## src/rtl/uart_tx_param.sv

```systemverilog
// Parameterised UART transmitter with a one-entry holding buffer in front of the shift register,
// so the next byte can be queued while a frame is still on the line.
module uart_tx_param #(
  parameter int BAUD_DIV   = 5208,
  parameter int DATA_BITS  = 8,
  parameter int PARITY_EN  = 1,
  parameter int PARITY_ODD = 0,
  parameter int STOP_BITS  = 1
) (
  input  logic                 clk,
  input  logic                 n_rst,
  input  logic                 tx_send,
  input  logic [DATA_BITS-1:0] tx_data,
  output logic                 tx_ready,
  output logic                 tx,
  output logic                 busy,
  output logic                 tx_done,
  output logic [2:0]           tx_state
);

  generate
    if (BAUD_DIV < 2) begin : g_bad_baud_div
      $error("uart_tx_param: BAUD_DIV must be >= 2");
    end
    if (DATA_BITS < 5 || DATA_BITS > 9) begin : g_bad_data_bits
      $error("uart_tx_param: DATA_BITS must be 5..9");
    end
    if (PARITY_EN < 0 || PARITY_EN > 1) begin : g_bad_parity_en
      $error("uart_tx_param: PARITY_EN must be 0 or 1");
    end
    if (PARITY_ODD < 0 || PARITY_ODD > 1) begin : g_bad_parity_odd
      $error("uart_tx_param: PARITY_ODD must be 0 or 1");
    end
    if (STOP_BITS < 1 || STOP_BITS > 2) begin : g_bad_stop_bits
      $error("uart_tx_param: STOP_BITS must be 1..2");
    end
  endgenerate

  localparam int CW = (BAUD_DIV > 2) ? $clog2(BAUD_DIV) : 1;
  localparam logic [CW-1:0] CNT_MAX   = CW'(BAUD_DIV - 1);
  localparam logic [3:0]    LAST_DATA = 4'(DATA_BITS - 1);
  localparam logic [3:0]    LAST_STOP = 4'(STOP_BITS - 1);

  typedef enum logic [2:0] {
    S_IDLE   = 3'd0,
    S_START  = 3'd1,
    S_DATA   = 3'd2,
    S_PARITY = 3'd3,
    S_STOP   = 3'd4
  } state_t;

  function automatic logic calc_parity(input logic [DATA_BITS-1:0] d);
    return (PARITY_ODD != 0) ? ~(^d) : (^d);
  endfunction

  state_t               r_state;
  logic [CW-1:0]        r_baud_cnt;
  logic [3:0]           r_bit_cnt;
  logic [DATA_BITS-1:0] r_shift;
  logic [DATA_BITS-1:0] r_hold;
  logic                 r_hold_empty;
  logic                 r_parity;
  logic                 r_tx;
  logic                 r_busy;
  logic                 r_done;

  logic w_accept;
  logic w_bit_end;
  logic w_last_stop;
  logic w_load;

  // Accept, bit-boundary and frame-load decisions for this cycle.
  always_comb begin
    w_accept    = tx_send && r_hold_empty;
    w_bit_end   = (r_baud_cnt == CNT_MAX);
    w_last_stop = (r_state == S_STOP) && w_bit_end && (r_bit_cnt == LAST_STOP);
    w_load      = !r_hold_empty && ((r_state == S_IDLE) || w_last_stop);
  end

  // Frame sequencer, holding buffer and registered line outputs.
  always_ff @(posedge clk or negedge n_rst) begin
    if (!n_rst) begin
      r_state      <= S_IDLE;
      r_baud_cnt   <= '0;
      r_bit_cnt    <= '0;
      r_shift      <= '0;
      r_hold       <= '0;
      r_hold_empty <= 1'b1;
      r_parity     <= 1'b0;
      r_tx         <= 1'b1;
      r_busy       <= 1'b0;
      r_done       <= 1'b0;
    end else begin
      r_done <= 1'b0;
      if (w_accept) begin
        r_hold       <= tx_data;
        r_hold_empty <= 1'b0;
      end
      case (r_state)
        S_IDLE: begin
          r_tx   <= 1'b1;
          r_busy <= 1'b0;
        end
        S_START: begin
          if (w_bit_end) begin
            r_state    <= S_DATA;
            r_tx       <= r_shift[0];
            r_shift    <= {1'b0, r_shift[DATA_BITS-1:1]};
            r_baud_cnt <= '0;
            r_bit_cnt  <= '0;
          end else begin
            r_baud_cnt <= r_baud_cnt + CW'(1);
          end
        end
        S_DATA: begin
          if (w_bit_end) begin
            r_baud_cnt <= '0;
            if (r_bit_cnt == LAST_DATA) begin
              r_bit_cnt <= '0;
              if (PARITY_EN != 0) begin
                r_state <= S_PARITY;
                r_tx    <= r_parity;
              end else begin
                r_state <= S_STOP;
                r_tx    <= 1'b1;
              end
            end else begin
              r_bit_cnt <= r_bit_cnt + 4'd1;
              r_tx      <= r_shift[0];
              r_shift   <= {1'b0, r_shift[DATA_BITS-1:1]};
            end
          end else begin
            r_baud_cnt <= r_baud_cnt + CW'(1);
          end
        end
        S_PARITY: begin
          if (w_bit_end) begin
            r_state    <= S_STOP;
            r_tx       <= 1'b1;
            r_baud_cnt <= '0;
            r_bit_cnt  <= '0;
          end else begin
            r_baud_cnt <= r_baud_cnt + CW'(1);
          end
        end
        S_STOP: begin
          if (w_bit_end) begin
            r_baud_cnt <= '0;
            if (r_bit_cnt == LAST_STOP) begin
              r_done    <= 1'b1;
              r_state   <= S_IDLE;
              r_tx      <= 1'b1;
              r_busy    <= 1'b0;
              r_bit_cnt <= '0;
            end else begin
              r_bit_cnt <= r_bit_cnt + 4'd1;
            end
          end else begin
            r_baud_cnt <= r_baud_cnt + CW'(1);
          end
        end
        default: begin
          r_state    <= S_IDLE;
          r_tx       <= 1'b1;
          r_busy     <= 1'b0;
          r_baud_cnt <= '0;
          r_bit_cnt  <= '0;
        end
      endcase
      // A full buffer starts the next frame straight from IDLE or from the final stop bit.
      if (w_load) begin
        r_shift      <= r_hold;
        r_parity     <= calc_parity(r_hold);
        r_hold_empty <= 1'b1;
        r_state      <= S_START;
        r_tx         <= 1'b0;
        r_busy       <= 1'b1;
        r_baud_cnt   <= '0;
        r_bit_cnt    <= '0;
      end
    end
  end

  assign tx_ready = r_hold_empty;
  assign tx       = r_tx;
  assign busy     = r_busy;
  assign tx_done  = r_done;
  assign tx_state = r_state;

endmodule
```

## config.mk

```make
export PLATFORM = sky130hd
export DESIGN_NAME = uart_tx_param
export DESIGN_NICKNAME = d
export VERILOG_FILES = /design/src/rtl/uart_tx_param.sv
export SDC_FILE = /design/constraint.sdc
export NUM_CORES = 1
export LEC_CHECK = 0
export ABC_AREA = 1
export CAP_MARGIN = 0
export CORE_MARGIN = 5
export CORE_UTILIZATION = 60
export CTS_CLUSTER_SIZE = 28
export DETAILED_ROUTE_END_ITERATION = 8
export HOLD_SLACK_MARGIN = 0.06
export MAX_ROUTING_LAYER = met4
export PLACE_DENSITY = 0.84
export REMOVE_ABC_BUFFERS = 1
export SLEW_MARGIN = 10
export SYNTH_ARGS = -nofsm -noshare
export SYNTH_HDL_FRONTEND = slang
export SYNTH_SLANG_ARGS = --single-unit
```

## constraint.sdc

```tcl
create_clock -name clk -period 3.58 [get_ports clk]
set_input_delay 0.895 -clock clk [delete_from_list [all_inputs] [get_ports clk]]
set_output_delay 0.895 -clock clk [all_outputs]
set_load 0.01 [all_outputs]
```

==> flow_results.org, run 1 <==
** Run status
- The run finished with clean final reports.

** CTS
- # Post-CTS Setup Buffers :: 0
- After clock tree synthesis, the flow added hold-fix buffers numbering 0.
- Bufs on Longest Clock Path :: 2
- CTS tree :: built
- Clock latency on the worst-skew pair, taken at its later pin, is 300 ps.
- Post_cts resized :: 0
- Reg clk slew, reported paths :: 80 ps
- Clock buffer count from CTS :: 5
- Root buffer selected by CTS :: clkbuf_8
- The H-tree generated during clock tree synthesis spans 2 levels.
- The clock net in this run drives a total of 41 sinks.

** Yosys
- The synthesized design contains 0 enable-type register cells.
- Fraction of the yosys area taken by sequential cells :: 0.4422
- Flop and latch count out of synthesis :: 41
- After synthesis, the mean cell area works out to 7.728 um2.
- Synthesis handed over a netlist of about 300 instances.
- Cell types occupying the most area after synthesis :: dfrtp_1, nand2_1, nand3_1, inv_1, nor2_1
- Count of different cell masters after synthesis :: 27
- After synthesis the cells add up to about 0.0023 mm2.
- Synth top area share :: 0.4196
- Yosys synthesis warning count :: 0
- The most used flip-flop cell after synthesis is dfrtp_1.
- FFs w/ async S/R, synth :: 1.000
- Among all cell types in the netlist, the one instantiated most often is nand2_1.
- Top cells by instance count after synthesis :: nand2_1, dfrtp_1, inv_1, nor2_1, nand3_1
- Summed over all instances, the cell type with the most area after synthesis is dfrtp_1.

** STA
- Dividing the final minimum period by the clock period gives 0.6504.
- Count of endpoints failing setup in the final report :: 0
- Tmin final :: roughly 2300 ps
- Measured slew at the worst slew-check pin :: 882.5 ps
- Derived from the worst setup path, the maximum achievable clock frequency is 429.4 MHz.
- Sum of negative setup slack :: 0 ps
- The max-slew violation count is 0.
- Unrepaired setup endpoints after global routing :: false
- Final-report hold violation count :: 0
- Setup Skew :: between 7 and 8 ps
- Headroom to the max-slew limit :: 0.4116

** Power
- Summed over all cells, the static leakage comes to 0.001279 uW.
- For this design the ratio of total power to cell area is a little over 800 mW/mm2.
- Across the VDD grid, the largest voltage drop is 0.0004887 V.

** Floorplan
- The floorplan step defined a die boundary enclosing 0.005222 mm2.
- The floorplan has 22 rows.
- In this run the horizontal extent of the chip is 72.26 um.
- Core ar. :: 0.003716 mm2
- Ports placed on the boundary :: 18
- Die extent in y :: 72.26 um
- For this configuration, the core starts out at a cell density of 0.6259.

** Global route
- Maximum number of pins on one net before global-route repair :: 42
- Antenna violations before repair :: 0
- The first global-routing pass estimated 8169 um of wire.
- Global route total overflow :: 0
- For this run, the total global-route usage over all layers was measured as 0.2051.
- Number of global-route vias before repair :: 1,831

** Placement
- After legalization and detailed placement, the total HPWL measured 3452 um.
- The congestion estimate from routability-driven global placement came to 0.9062.
- Summing all placed instances gives a cell area of 0.002532 mm2.
- Placed instance count :: approximately 360
- Count of port buffers added during placement :: 17

** Drt
- Remaining routing DRC violations :: 0
- After detailed routing, the number of vias per cell comes to 5.194.
- Via Count :: 1,932
- After the first detailed-routing iteration, the DRC count stood at 128.
- DRT Pass-1 Iters :: 6
- The final layout contains routed wiring with a total length of 4598 um.
- Antenna viol nets, final :: 0
- Detailed-route wire length per cell :: 12.36 um

** Cells and area
- The area growth from synthesis to layout is 13.82%.
- In the final design database the tool counted 337 nets.
- Non-filler cells in the finished layout :: between 300 and 400
- For this run, the share of the core covered by cells in the final layout is 0.7125.
- Design area :: 0.002648 mm2
- Inserted Diodes :: 0
- In the final layout, the share of cells above drive strength 1 is 0.1327.

** Worst setup path
- STA classifies the critical path startpoint as a register.
- The number of buffers and inverters on the critical path is 1.
- WP depth :: 1
- At the worst endpoint, the arrival time is approximately 1400 ps.
- Kind of capture point of the worst setup path :: output port
- Data on the critical path is required at its endpoint by 2680 ps.
- In this design, the stage delay of the slowest critical-path cell is 590 ps.
- Sequence of cells on the critical path :: clkdlybuf4s50_1
- Depth of the worst register-to-register path :: 11
- The critical path in this run is classified as reg -> out.
- Cell with the largest stage delay on the worst path :: dfstp_2
- Broken down by cell family, the worst path's largest delay share belongs to flip-flops.
- Of all nets on the critical path, the largest fanout is 4.

** Hold path
- Min-Delay Path Class :: reg -> reg
- Counting instances, the worst hold path has a depth of 2.

** Job
- Across the run, the number of max-cap violations was 0.
## logic make-up (layout without fill, tap and decap cells)
kind of cell               Yosys count  count (layout)  share of synthesized area
muxes                                8               8                    0.03873
xor gates and xnor gates            12              12                    0.04519
buffers and inverters               42              65                    0.07477
and+or+nand+nor                    177             177                     0.3373
adders and majority gates            3               3                    0.01614
DFF                                 41              41                     0.4422
AOI/OAI and AO/OA                   18              18                    0.04572
## stage by stage
stage | total power, uW | hold slack [ps] | setup slack (ps)
finish | 2147 | 485.6 | 1251
global route | 2354 | 512.7 | 1211
CTS | 2161 | 488.3 | 1241
detailed placement | 1774 | 465.2 | 1437
global placement | 1733 | 459.0 | 1520
floorplan | 1502 | 449.1 | 2010
## registers in the layout, summed over array words and instances (netlist names)
| register | flops |
|---|---|
| tx | 1 |
| r_baud_cnt | 13 |
| r_shift | 8 |
| r_hold | 8 |
| tx_done | 1 |
| r_parity | 1 |
| tx_state | 3 |
| r_bit_cnt | 4 |
| busy | 1 |
| tx_ready | 1 |
## cells in the final DEF (no fill, tap or decap), types with 2 or more instances in the layout
cell and instances:
dfstp_2 2, o21ai_0 6, nand4_1 6, clkbuf_8 5, nor3_2 2, xnor2_1 5
o22ai_1 2, inv_2 8, xor2_1 7, nand2_4 2, clkinv_4 2, nor3_1 8
o21ai_1 5, nor2_2 3, mux2_2 8, inv_1 31, nand2_1 92, ha_1 3
dfrtp_1 39, nand3_1 28, nand3_2 2, clkdlybuf4s50_1 16, nor2_1 29, nand2_2 5
a21oi_1 3
## layer usage
layer | wire length (um) | vias up | global-route usage
met5 | 0 | - | -
met4 | 63 | 0 | 0.06472
met3 | 230 | 7 | 0.05263
met2 | 2248 | 35 | 0.3165
met1 | 2056 | 893 | 0.2649
li1 | - | 997 | -
## worst paths after layout
kind                               start       endpoint  slack (ps)
max                             tx_ready       tx_ready        1250
min                             r_parity       r_parity         490
max reg2reg                r_baud_cnt[0]    tx_state[0]        1870
min reg2reg                     r_parity       r_parity         490
max in group asynchronous          n_rst    tx_state[1]        2310
min in group asynchronous          n_rst  r_baud_cnt[9]         710
## final cells by class
| cell class | count | area (um2) |
|---|---|---|
| clock buffers | 5 | 68.82 |
| clock inverters | 3 | 46.29 |
| fillers | 297 | 1069 |
| inverters | 40 | 155.1 |
| multi-input cells | 218 | 1124 |
| flip-flops and latches | 41 | 1028 |
| well taps | 48 | 60.06 |
| repair buffers | 17 | 165.2 |
## power by group
group	total, uW	switching [uW]	internal [uW]
logic	1000	612	390
clock network	377	168	209
registers	768	136	632
Power figures use the tool's default switching activity.
==> inputs of run 2 (changes only) <==
CORE_UTILIZATION = 58   (was 60)
PLACE_DENSITY = 0.81   (was 0.84)
clock period = 2.3 ns   (was 3.58 ns; I/O delays follow)
==> run 2 against run 1 <==
Against the previous run: die area increased by 3.0%; highest routed layer unchanged; utilization fell by 4.6 points; wire length is essentially flat; critical path type unchanged.
==> flow_results.org, run 2 (same netlist as run 1, synthesis figures left out) <==
** CTS
- The post-cts gate resize count came to 0 (unchanged).
- Insertion delay of the later-clocked pin in the worst-skew pair :: 300 ps (about the same)
- The number of buffers added to fix hold violations after cts was 0 (unchanged).
- The buffers inserted during post-CTS setup optimization is 0 (unchanged).
- The number of buffers created by CTS is 5 (unchanged).
- Level count of the clock H-tree :: 2 (unchanged)
- Clock net sink count :: 41 (unchanged)
- Clock tree synthesis selected as its root buffer the cell clkbuf_8.
- CTS tree :: built
- The worst-case clock buffer depth came to 2 (unchanged).
- Reg clk slew, reported paths :: 80 ps (about the same)

** Cells and area
- Post-layout nets :: 338 (+0.30%)
- The share of cells above drive strength 1 is 0.1354 (+0.002669).
- Filler Cell Count :: 327 (+10%)
- The number of flip-flops in the largest register is 13 (unchanged).
- The area used by sequential logic in the layout came to 0.001028 mm2 (unchanged).
- Leading cell type in the layout, fill and taps excluded :: nand2_1
- The number of antenna diodes is 0 (unchanged).
- The final cell count without fillers came to 375 (+0.81%).
- The multi-input logic area was 0.001124 mm2 (unchanged).
- Counting flops per register, the top entry is r_baud_cnt.
- Layout Area Growth over Synthesis :: 13.02%
- The library cells used most frequently in the layout, excluding fill and tap cells, are nand2_1, dfrtp_1, inv_1.
- Top flop regs :: r_baud_cnt (13), r_hold (8), r_shift (8)

** Worst setup path
- Family of cells with the greatest summed delay on the critical path :: flip-flops
- Required time of the critical path :: 1730 ps (-950 ps)
- The critical path's largest stage delay is 600 ps (about the same).
- The slowest stage of the critical path is the dfstp_2 cell.
- The maximum fanout along the worst path was 4 (unchanged).
- The worst path buffer plus inverter count came to 1 (unchanged).
- The critical path starts at tx_ready.
- The slack of the worst reg-to-reg path was 630 ps (-1240 ps).
- Type of element launching the critical path :: register
- Depth of the worst register-to-register path :: 11 (unchanged)
- Capturing point of the worst reg2reg path :: tx_state[0]
- The critical path is of the reg -> out type.
- Data arrival at the endpoint of the critical path :: 1440 ps (about the same)
- Sequence of cells on the critical path :: clkdlybuf4s50_1
- The startpoint identified for the worst register-to-register timing path is r_baud_cnt[0].
- Kind of capture point of the worst setup path :: output port

** Drt
- The total via count after detailed routing was 1,943 (+0.57%).
- The aggregate routed wire length came to 4596 um (about the same).
- Antenna viol nets, final :: 0 (unchanged)
- The first-pass iteration count of the detailed router was 4 (-2).
- The remaining design rule violation count was 0 (unchanged).
- The average wire per cell in the routed design came to 12.26 um (-0.84%).
- The number of design-rule violations left by the first detailed-router iteration came to 121 (-5.5%).
- The via density per instance came to 5.181 (-0.24%).

** Global route
- The wire length of the first global-routing pass came to 7831 um (-4.1%).
- Number of global-route vias before repair :: 1,869 (+2.1%)
- The sum of overflow across all layers after global routing is 0 (unchanged).
- The initial antenna violation count is 0 (unchanged).
- GRT Total Usage :: 0.1936 (-0.01149)
- Maximum number of pins on one net before global-route repair :: 42 (unchanged)

** Floorplan
- Core ar. :: 0.003943 mm2 (+6.1%)
- Standard-cell rows :: 23 (+4.5%)
- The x dimension of the die was 73.33 um (+1.5%).
- The y dimension of the die came to 73.33 um (+1.5%).
- The die footprint is 0.005377 mm2 (+3.0%).
- Effective utilization at floorplan :: 0.5900 (-0.03595)
- Ports placed on the boundary :: 18 (unchanged)

** Placement
- Routability congestion estimate from global placement :: 0.8748 (-3.5%)
- The total of buffers placed on input and output ports was 17 (unchanged).
- The total instance count after detailed placement is 367 (+0.82%).
- The HPWL reported at the end of detailed placement was 3511 um (+1.7%).

** STA
- Of the available clock period, the critical path in the final layout requires 0.8779.
- Headroom to the max-slew limit :: 0.6573 (+0.2457)
- Setup repair after global routing left no endpoint under its margin.
- Fmax :: 495.2 MHz
- The final setup violation count came to 0 (unchanged).
- The max-slew violation count was 0 (unchanged).
- Counting I/O delays and the setup requirement, the final critical path takes 2019 ps.
- The accumulated negative setup slack is 0 ps (unchanged).
- The setup skew after layout came to 3.991 ps (-3.263 ps).
- Measured slew at the worst slew-check pin :: 514.0 ps (-368.5 ps)
- The final hold violation count is 0 (unchanged).

** Power
- Power density over cell area :: 1228 mW/mm2 (+51%)
- The worst IR drop on VDD is 0.0007750 V (+59%).
- Leak :: 0.001273 uW (-0.44%)

** Job
- The count of maximum capacitance violations was 0 (unchanged).

** Run status
- Run status :: finished, final reports clean

** Hold path
- The path class of the tightest hold or removal check is in -> async.
[run 2: how the worst max path moves through the flow]
stage	to	slack (ps)	depth (start not counted)
floorplan	tx_state[0]	840	11
global placement	r_hold[5]	570	3
detailed placement	r_hold[5]	510	3
CTS	tx_ready	270	1
global route	tx_ready	260	1
finish	tx_ready	280	1
[run 2: cell type report]
cell class,count,area share
tap,50,0.02380
timing repair buffer,18,0.06568
inverter,40,0.05902
clock inverter,3,0.006663
sequential,41,0.3912
multi-input combinational,218,0.4274
clock buffer,5,0.02618
[run 2: layer usage]
layer | track usage | vias up | part of all wire
met5 | - | - | 0
met4 | 0.05634 | 0 | 0.0091
met3 | 0.04241 | 5 | 0.041
met2 | 0.3357 | 37 | 0.51
met1 | 0.2251 | 902 | 0.44
li1 | - | 999 | -
[run 2: through the flow]
stage	setup slack, ps	area (um2)	hold slack (ps)	power (uW)	util
finish	280.7	2629	327.7	3227	0.6668
global route	259.0	2629	386.4	3527	0.6668
CTS	273.2	2629	349.7	3244	0.6668
detailed placement	510.4	2542	465.9	2778	0.6449
global placement	565.2	2542	457.0	2704	0.6449
floorplan	842.9	2307	279.4	2338	-
[run 2: report_power, final]
| group | switching, uW | total, uW | internal, uW | leakage [uW] |
|---|---|---|---|---|
| Sequential | 204 | 1190 | 984 | 0.000519 |
| Clock | 257 | 467 | 209 | 0.0000439 |
| Combinational | 967 | 1570 | 607 | 0.000710 |
| Total | 1430 | 3230 | 1800 | 0.00127 |
==> inputs of run 3 (changes only) <==
CORE_UTILIZATION = 60   (was 58)
CTS_BUF_LIST = sky130_fd_sc_hd__clkbuf_4   (was unset)
CTS_CLUSTER_SIZE = unset   (was 28)
PLACE_DENSITY = 0.84   (was 0.81)
SLEW_MARGIN = 15   (was 10)
==> run 3 against run 2 <==
Against the previous run: die area down 2.9%; power down 3.8%; cell count down 0.53%; register-to-register slack better by 20 ps; critical path type unchanged.
==> flow_results.org, run 3 (same netlist as run 1, synthesis figures left out) <==
** Worst setup path
- The worst path buffer plus inverter count came to 1 (unchanged).
- STA classifies the critical path startpoint as a register.
- In this run the critical register-to-register path is captured at tx_state[0].
- Cell with the largest stage delay on the worst path :: dfstp_2
- The worst path arrival time is 1490 ps (+50 ps).
- Longest individual stage delay on the worst path :: 610 ps (about the same)
- The critical path goes through clkdlybuf4s50_1.
- WP depth :: 1 (unchanged)
- Beginning of the worst register-to-register path :: r_baud_cnt[0]
- Depth of the worst register-to-register path :: 11 (unchanged)
- Tracing the worst setup path back leads to its startpoint at tx_ready.
- In this run the worst setup path terminates at tx_ready.
- STA classifies the critical path endpoint as an output port.
- The maximum fanout along the worst path was 4 (unchanged).
- The required time of the critical path came to 1730 ps (about the same).
- Register-to-register path setup slack :: 650 ps (+20 ps)
- Among cell families on the critical path, the largest total delay comes from flip-flops.
- Path type of the worst setup path :: reg -> out

** Placement
- The total of buffers placed on input and output ports was 17 (unchanged).
- Final HPWL DP :: 3436 um (-2.1%)
- The final estimated routing congestion in global placement came to 0.8886 (+1.6%).
- The cell area after placement is 0.002540 mm2 (about the same).

** STA
- Measured slew at the worst slew-check pin :: 515.3 ps (+1.267 ps)
- Final-report hold violation count :: 0 (unchanged)
- The highest clock rate came to 483.4 MHz (-2.4%).
- The accumulated negative setup slack was 0 ps (unchanged).
- The max-slew violation count came to 0 (unchanged).
- Unrepaired setup endpoints after global routing :: false
- The final setup violation count came to 0 (unchanged).
- Tmin final :: 2069 ps (+49.47 ps)
- Setup Skew :: 19.50 ps (+15.51 ps)
- Final period utilization :: 0.8995 (+0.02151)
- The worst relative slew slack came to 0.6565 (-0.0008440).

** Floorplan
- The y dimension of the die is 72.26 um (-1.5%).
- The initial core utilization is 0.6259 (+0.03595).
- X dimension of the die :: 72.26 um (-1.5%)
- Floorplan die area :: 0.005222 mm2 (-2.9%)
- Standard-cell rows :: 22 (-4.3%)
- Ports placed on the boundary :: 18 (unchanged)
- Core ar. :: 0.003716 mm2 (-5.7%)

** CTS
- Post_cts resized :: 0 (unchanged)
- The number of buffers added to fix hold violations after cts was 0 (unchanged).
- The buffers inserted during post-CTS setup optimization was 0 (unchanged).
- Insertion delay of the later-clocked pin in the worst-skew pair :: 350 ps (+50 ps)
- TritonCTS built the clock tree.
- Level count of the clock H-tree :: 2 (unchanged)
- The root buffer cell chosen for the clock tree is clkbuf_4.
- The clock-pin slew on the worst setup and hold paths was 130 ps (+50 ps).
- Clock buffer count from CTS :: 5 (unchanged)
- Clock net sink count :: 41 (unchanged)
- The worst-case clock buffer depth is 2 (unchanged).

** Cells and area
- The number of flip-flops in the largest register was 13 (unchanged).
- Design area :: 0.002595 mm2 (-1.3%)
- The library cells used most frequently in the layout, excluding fill and tap cells, are nand2_1, dfrtp_1, inv_1.
- Share of layout cells above drive strength 1 :: 0.1323 (-0.003077)
- Leaving out fill and tap cells, the most frequent cell in the layout is nand2_1.
- The number of antenna diodes was 0 (unchanged).
- Relative to the synthesized area, the layout overhead comes to 11.57%.
- The final layout net count is 338 (unchanged).
- The largest registers in the layout are r_baud_cnt (13), r_hold (8), r_shift (8).
- The number of filler cells placed in the layout was 312 (-4.6%).
- r_baud_cnt holds more flip-flops than any other register.

** Global route
- The met3 routing resource usage after global routing came to 0.04017 (-0.002241).
- The global-route usage over all layers was 0.2012 (+0.007620).
- Maximum number of pins on one net before global-route repair :: 42 (unchanged)
- Number of global-route vias before repair :: 1,902 (+1.8%)
- Met2 GRT Util :: 0.3327 (-0.002991)
- The global routing stage identified its most utilized layer as met2.
- First-pass GRT wire length :: 8155 um (+4.1%)
- The met1 track demand over resource in global routing was 0.2489 (+0.02382).
- The initial antenna violation count is 0 (unchanged).
- Global route total overflow :: 0 (unchanged)

** Drt
- 1st-iter DRT viols :: 110 (-9.1%)
- Vias per std cell :: 5.153 (-0.55%)
- The remaining design rule violation count is 0 (unchanged).
- Detailed-route wire length per cell :: 12.28 um (+0.21%)
- DRT Pass-1 Iters :: 4 (unchanged)
- Antenna viol nets, final :: 0 (unchanged)
- Detailed-route wire length :: 4581 um (-0.33%)
- Via Count :: 1,922 (-1.1%)

** Power
- Power density over cell area :: 1197 mW/mm2 (-2.5%)
- The static power due to leakage came to 0.001262 uW (-0.89%).
- The worst IR drop on VDD was 0.0008125 V (+4.8%).

** Job
- The count of maximum capacitance violations was 0 (unchanged).

** Run status
- The flow ran to the end, and the final reports show no timing, DRC or antenna violations.

** Hold path
- Min-Delay Path Class :: in -> async
-- run 3: changes by cell type in the layout (fill, tap and decap cells not counted) --
cell / change
clkinv_4: +1
clkinv_1: +1
clkinv_2: -1
clkinvlp_4: -1
clkbuf_4: +5
clkbuf_8: -5
-- run 3: routing by layer --
metal	routed length, um	vias up
met4	61	0
met3	156	7
li1	-	1000
met1	2120	893
met2	2243	22
met5	0	-
-- run 3: cell type report --
cell class	instances	area [um2]	area share
well taps	48	60.06	0.02314
clock buffers	5	37.54	0.01446
inverters	40	155.1	0.05979
clock inverters	3	17.52	0.006750
multi-input cells	218	1124	0.4330
flip-flops and latches	41	1028	0.3963
repair buffers	18	172.7	0.06654
-- run 3: where the power goes --
part | total, uW | internal [uW] | switching (uW)
Sequential | 1200 | 982 | 218
Clock | 350 | 116 | 234
Combinational | 1560 | 606 | 950
-- run 3: through the flow --
stage | worst slack (ps) | utilization | hold WS (ps) | total power [uW] | std cells
floorplan | 842.9 | - | 279.4 | 2338 | 299
global placement | 564.8 | 0.6835 | 456.2 | 2697 | 365
detailed placement | 536.0 | 0.6835 | 471.6 | 2763 | 365
CTS | 222.6 | 0.6983 | 280.7 | 3124 | 373
global route | 187.4 | 0.6983 | 316.2 | 3418 | 373
finish | 231.3 | 0.6983 | 256.6 | 3106 | 373
-- run 3: worst min path at each step --
stage / cells past startpoint / to / slack [ps]
detailed placement: 2 / busy / 470
finish: 2 / r_baud_cnt[8] / 260
global route: 2 / r_baud_cnt[8] / 320
global placement: 2 / tx / 460
floorplan: 0 / busy / 280
CTS: 2 / r_baud_cnt[8] / 280
